[src/rtl/alu_rs.sv]
// ALU reservation station: holds dispatched ALU/branch ops, captures operands
// from the ALU and LSB broadcast buses, and issues one ready op per cycle.
module alu_rs #(
   parameter int unsigned RS_SIZE = 8,
   parameter int unsigned ROB_W   = 4
) (
   input  logic             clk,
   input  logic             rst,
   input  logic             rdy,
   input  logic             clear,
   input  logic             issue_en,
   input  logic [ROB_W-1:0] issue_rob_id,
   input  logic [5:0]       issue_opcode,
   input  logic [31:0]      issue_vj,
   input  logic             issue_qj_busy,
   input  logic [ROB_W-1:0] issue_qj,
   input  logic [31:0]      issue_vk,
   input  logic             issue_qk_busy,
   input  logic [ROB_W-1:0] issue_qk,
   input  logic [31:0]      issue_imm,
   input  logic [31:0]      issue_pc,
   input  logic             alu_cdb_ok,
   input  logic [ROB_W-1:0] alu_cdb_rob_id,
   input  logic [31:0]      alu_cdb_res,
   input  logic             lsb_cdb_ok,
   input  logic [ROB_W-1:0] lsb_cdb_rob_id,
   input  logic [31:0]      lsb_cdb_res,
   output logic             rs_full,
   output logic             work_en,
   output logic [ROB_W-1:0] rob_id,
   output logic [5:0]       opcode,
   output logic [31:0]      rs1,
   output logic [31:0]      rs2,
   output logic [31:0]      imm,
   output logic [31:0]      pc
);

   localparam int unsigned IDX_W = (RS_SIZE > 1) ? $clog2(RS_SIZE) : 1;

   logic [RS_SIZE-1:0] busy;
   logic [RS_SIZE-1:0] qj_busy;
   logic [RS_SIZE-1:0] qk_busy;
   logic [ROB_W-1:0]   e_rob_id [RS_SIZE];
   logic [5:0]         e_opcode [RS_SIZE];
   logic [31:0]        e_vj     [RS_SIZE];
   logic [ROB_W-1:0]   e_qj     [RS_SIZE];
   logic [31:0]        e_vk     [RS_SIZE];
   logic [ROB_W-1:0]   e_qk     [RS_SIZE];
   logic [31:0]        e_imm    [RS_SIZE];
   logic [31:0]        e_pc     [RS_SIZE];

   logic [IDX_W-1:0] free_idx;
   logic             free_found;
   logic [IDX_W-1:0] pick_idx;
   logic             pick_found;
   logic             insert_ok;
   logic             in_qj_busy;
   logic             in_qk_busy;
   logic [31:0]      in_vj;
   logic [31:0]      in_vk;

   // ALU bus takes precedence when both buses carry the same tag
   function automatic logic cdb_hit(input logic [ROB_W-1:0] tag);
      return (alu_cdb_ok && (alu_cdb_rob_id == tag)) ||
             (lsb_cdb_ok && (lsb_cdb_rob_id == tag));
   endfunction

   function automatic logic [31:0] cdb_val(input logic [ROB_W-1:0] tag);
      return (alu_cdb_ok && (alu_cdb_rob_id == tag)) ? alu_cdb_res : lsb_cdb_res;
   endfunction

   assign rs_full   = &busy;
   assign insert_ok = issue_en && !rs_full;

   // Lowest-index free slot and lowest-index ready slot, both on registered state
   always_comb begin
      free_idx   = '0;
      free_found = 1'b0;
      pick_idx   = '0;
      pick_found = 1'b0;
      for (int unsigned i = 0; i < RS_SIZE; i++) begin
         if (!busy[i] && !free_found) begin
            free_found = 1'b1;
            free_idx   = IDX_W'(i);
         end
         if (busy[i] && !qj_busy[i] && !qk_busy[i] && !pick_found) begin
            pick_found = 1'b1;
            pick_idx   = IDX_W'(i);
         end
      end
   end

   // Same-cycle broadcast bypass for an incoming instruction
   always_comb begin
      in_qj_busy = issue_qj_busy;
      in_vj      = issue_vj;
      in_qk_busy = issue_qk_busy;
      in_vk      = issue_vk;
      if (issue_qj_busy && cdb_hit(issue_qj)) begin
         in_qj_busy = 1'b0;
         in_vj      = cdb_val(issue_qj);
      end
      if (issue_qk_busy && cdb_hit(issue_qk)) begin
         in_qk_busy = 1'b0;
         in_vk      = cdb_val(issue_qk);
      end
   end

   // Control state and issue bundle
   always_ff @(posedge clk or posedge rst) begin
      if (rst) begin
         busy    <= '0;
         qj_busy <= '0;
         qk_busy <= '0;
         work_en <= 1'b0;
         rob_id  <= '0;
         opcode  <= '0;
         rs1     <= '0;
         rs2     <= '0;
         imm     <= '0;
         pc      <= '0;
      end else if (rdy) begin
         if (clear) begin
            busy    <= '0;
            work_en <= 1'b0;
         end else begin
            for (int unsigned i = 0; i < RS_SIZE; i++) begin
               if (busy[i] && qj_busy[i] && cdb_hit(e_qj[i])) qj_busy[i] <= 1'b0;
               if (busy[i] && qk_busy[i] && cdb_hit(e_qk[i])) qk_busy[i] <= 1'b0;
            end
            if (pick_found) begin
               work_en        <= 1'b1;
               rob_id         <= e_rob_id[pick_idx];
               opcode         <= e_opcode[pick_idx];
               rs1            <= e_vj[pick_idx];
               rs2            <= e_vk[pick_idx];
               imm            <= e_imm[pick_idx];
               pc             <= e_pc[pick_idx];
               busy[pick_idx] <= 1'b0;
            end else begin
               work_en <= 1'b0;
            end
            if (insert_ok) begin
               busy[free_idx]    <= 1'b1;
               qj_busy[free_idx] <= in_qj_busy;
               qk_busy[free_idx] <= in_qk_busy;
            end
         end
      end
   end

   // Entry payload; meaningless while the slot is not busy, so no reset
   always_ff @(posedge clk) begin
      if (rdy && !clear) begin
         for (int unsigned i = 0; i < RS_SIZE; i++) begin
            if (busy[i] && qj_busy[i] && cdb_hit(e_qj[i])) e_vj[i] <= cdb_val(e_qj[i]);
            if (busy[i] && qk_busy[i] && cdb_hit(e_qk[i])) e_vk[i] <= cdb_val(e_qk[i]);
         end
         if (insert_ok) begin
            e_rob_id[free_idx] <= issue_rob_id;
            e_opcode[free_idx] <= issue_opcode;
            e_vj[free_idx]     <= in_vj;
            e_qj[free_idx]     <= issue_qj;
            e_vk[free_idx]     <= in_vk;
            e_qk[free_idx]     <= issue_qk;
            e_imm[free_idx]    <= issue_imm;
            e_pc[free_idx]     <= issue_pc;
         end
      end
   end

endmodule

[config.mk]
export PLATFORM = sky130hd
export DESIGN_NAME = alu_rs
export DESIGN_NICKNAME = d
export VERILOG_FILES = /design/src/rtl/alu_rs.sv
export SDC_FILE = /design/constraint.sdc
export NUM_CORES = 2
export LEC_CHECK = 0
export CORE_ASPECT_RATIO = 1.4
export CORE_MARGIN = 2
export CORE_UTILIZATION = 30
export DETAILED_ROUTE_END_ITERATION = 10
export GPL_TIMING_DRIVEN = 0
export PLACE_DENSITY = 0.44
export SYNTH_ARGS = -nofsm -noshare
export SYNTH_HDL_FRONTEND = slang
export SYNTH_SLANG_ARGS = --single-unit
export TNS_END_PERCENT = 10
[constraint.sdc]
create_clock -name clk -period 7.5 [get_ports clk]
set_input_delay 2.25 -clock clk [delete_from_list [all_inputs] [get_ports clk]]
set_output_delay 2.25 -clock clk [all_outputs]
set_load 0.1 [all_outputs]
==> impl_metrics.tcl <==
set metrics [dict create \
    drcViolationCount 0 \
    cts_made_buffers 156 \
    maxSlewViolCount 33 \
    reg2reg_slack_ns 2.77 \
    grt_pass1_vias 45500 \
    busiest_layer "met2" \
    cp.arrival_ns 6.89 \
    numPortBuffers 324 \
    fp.dieArea_um2 218000 \
    drive_above_1_share_pct 16.4 \
    critPathLaunchType "input port" \
    worst_pin_slew_ns 1.63 \
    pwr-share-clk_pct 33.8 \
    synth_top_family_by_area "multiplexers" \
    overflow 0 \
    setup_tns_ns 0 \
    ios 367 \
    fmax_mhz 155 \
    fin_ws_ns 1.07 \
    final_nets 5586 \
    endpoint_kind "register" \
    synth_xor_area_share_pct 1.92 \
    grt_use_total_pct 25.2 \
    drt_iter0_markers 4271 \
    post_synth_mux_area_share_pct 17.5 \
    setup_violations 0 \
    dr.pass1.iters 6 \
    p_switching_w 0.00805 \
    synth_compound_area_share_pct 11.4 \
    grt_use_met1_pct 30.8 \
    num_vias 45300 \
    cap_violations 3 \
    post_cts_buffers 0 \
    post-place-ws_ns -0.105 \
    dieHeight_um 551 \
    die_width_um 395 \
    path_max_fanout 47 \
    p_leak_nw 28.9 \
    crit_start "rdy" \
    gp_congestion 0.962 \
    yosysWarnings 0 \
    clkSinkCount 1331 \
    period_share_pct 85.7 \
    root_buffer "clkbuf_16" \
    syn_nets 5060 \
    cts_tree "yes" \
    hold_violations 0 \
    dp_hpwl_um 199000 \
    fin_crit_ns 6.43 \
    clkLatencyLatePin_ns 0.85 \
    holdWs_ns 0.485 \
    finalWirelength_um 280000 \
    drtAntennaViolNets 0 \
    pwr_density_cell_nw_per_um2 294 \
    rsz0062_at_grt "no" \
    cp.required_ns 7.96 \
    worstSetupPathType "in -> reg" \
    clk_path_buf_depth 4 \
    cts-htree-levels 4 \
    area_growth_syn_to_layout_pct 20.1 \
    grt_pass1_wl_um 381000 \
    ys_types 50 \
    postLayoutCoreUtil_pct 36.3 \
    ys_seq_area_share_pct 61.0 \
    p_total_w 0.0226 \
    synth_cells 4833 \
    met3_usage_pct 4.34 \
    finalClockSkew_ns 0.0655 \
    synth-edff-count 1168 \
    antenna_found_initial 25 \
    combPwrFrac_pct 26.8 \
    start_util_pct 30.2 \
    synthFlopType "edfxtp_1" \
    syn_area_um2 64200 \
    violations "capacitance limit, slew limit" \
    cts-resized-gates 0 \
    synth_area_per_cell_um2 13.3 \
    p_int_w 0.0146 \
    max-slew-margin-rel_pct -8.91 \
    design.core.area_um2 212000 \
    wire_per_inst_um 33.7 \
    placementRows 200 \
    ctsHoldBuffers 0 \
    viasPerCell 5.45 \
    seqPwrFrac_pct 39.3 \
    ir_drop_uv 318 \
    r2r_start "busy[5]" \
    netSwitchingFraction_pct 35.6 \
    outcome "complete, but fails checks" \
    met2_usage_pct 42.2 \
    grt_start_max_net_pins 75 \
    yosys.area_share.simple_pct 4.89 \
    min_from "work_en" \
    synthAdderAreaFrac_pct 0 \
    hold_path.class "reg -> reg" \
    ys_async_sr_fraction_pct 12.2 \
    clkSlewWorstSetupHoldPaths_ns 0.06 \
    ys_ff_latch 1331 \
]
power groups by stage:
| stage | combinational [W] | sequential, W | clock (W) |
|---|---|---|---|
| after floorplan | 0.00151 | 0.0116 | 0 |
| after global placement | 0.00604 | 0.00906 | 0 |
| after detailed placement | 0.00609 | 0.00905 | 0 |
| after CTS | 0.00611 | 0.00890 | 0.00779 |
| after global routing | 0.00628 | 0.00895 | 0.00805 |
| final | 0.00607 | 0.00890 | 0.00765 |
kinds of logic after synthesis:
kind of cell,Yosys count
flip-flops,1331
AND/OR/NAND/NOR,671
buffers and inverters,491
XOR/XNOR,141
AO/OA/AOI/OAI,1135
multiplexers,1064
cell usage after synthesis, types with 2 or more instances:
master,instances,area (µm²)
buf_4,42,315
nand2b_1,6,37.5
nor4_4,2,42.5
nor3_1,9,45.0
or3b_1,2,17.5
o21ai_0,48,240
a21o_1,8,60.1
a31oi_1,17,106
nor3b_1,3,22.5
o22ai_1,138,863
a211oi_1,128,961
dfrtp_1,163,4080
a21boi_0,4,30.0
buf_1,40,150
nor2_1,27,101
o21a_1,2,15.0
nor4_2,11,138
o21ai_1,362,1810
or3_1,4,25.0
xor2_1,106,928
o22a_1,148,1300
o211ai_1,7,52.6
inv_1,23,86.3
mux2_2,448,5040
nand3_1,12,60.1
o221ai_1,129,1130
mux2i_1,616,6170
nor4_1,18,113
nor2b_1,128,801
a21oi_1,138,691
xnor2_1,35,307
nand2_1,439,1650
buf_2,82,410
edfxtp_1,1168,35100
nor3b_2,3,37.5
clkbuf_1,303,1140
state kept, by name, summed over array words and instances, names as in the netlist:
name      cells
rs2          32
qk_busy       8
e_vj        256
e_vk        256
imm          32
e_qj         32
rob_id        4
opcode        6
e_opcode     48
rs1          32
e_pc        256
qj_busy       8
e_qk         32
pc           32
work_en       1
e_rob_id     32
e_imm       256
busy          8
cell type report:
class                      count  area (µm²)
antenna                        9        22.5
buffer                       467        2030
clock buffer                 211        4300
clock inverter                63         676
fill                       20800      135000
inverter                      24         128
multi-input combinational   3011       23100
sequential                  1331       39200
tap                         2828        3540
timing repair buffer         368        4070
layer usage:
layer  routed length (µm)  vias to the layer above
met3                18800                      623
met1               110000                    23000
met4                17900                        4
li1                     -                    19600
met5                   33                        -
met2               134000                     2052
worst max-delay path, cell delays in order:
cell and delay [ns]:
clkdlybuf4s50_1 0.62, nand3b_1 0.35, nor2_1 0.11, nand2_1 0.07, or3_1 0.10, clkbuf_1 0.79
clkbuf_1 0.94, clkbuf_2 0.71, inv_6 0.36, buf_16 0.31
placed cells by master, fill, tap and decap left out, types with 148 or more instances in the layout:
| cell type | instances |
|---|---|
| nand2_1 | 438 |
| edfxtp_1 | 1168 |
| clkdlybuf4s50_1 | 324 |
| clkbuf_16 | 158 |
| mux2_2 | 448 |
| clkbuf_1 | 332 |
| o22a_1 | 148 |
| mux2i_1 | 616 |
| o21ai_1 | 363 |
| dfrtp_1 | 163 |
final timing paths:
| path | to | cells past startpoint |
|---|---|---|
| setup / recovery | e_opcode[6][1] | 10 |
| hold / removal | work_en | 1 |
| setup reg to reg | e_vj[5][4] | 9 |
| hold reg to reg | work_en | 1 |
| max in group asynchronous | rs2[28] | 3 |
| min in group asynchronous | pc[5] | 2 |
per-stage QoR:
step | std cells | area (µm²)
CTS | 8303 | 77000
floorplan | 4833 | 64200
detailed placement | 8029 | 72100
global route | 8306 | 77000
finish | 8312 | 77100
global placement | 7985 | 70900
(Power assumes the default switching activity.)
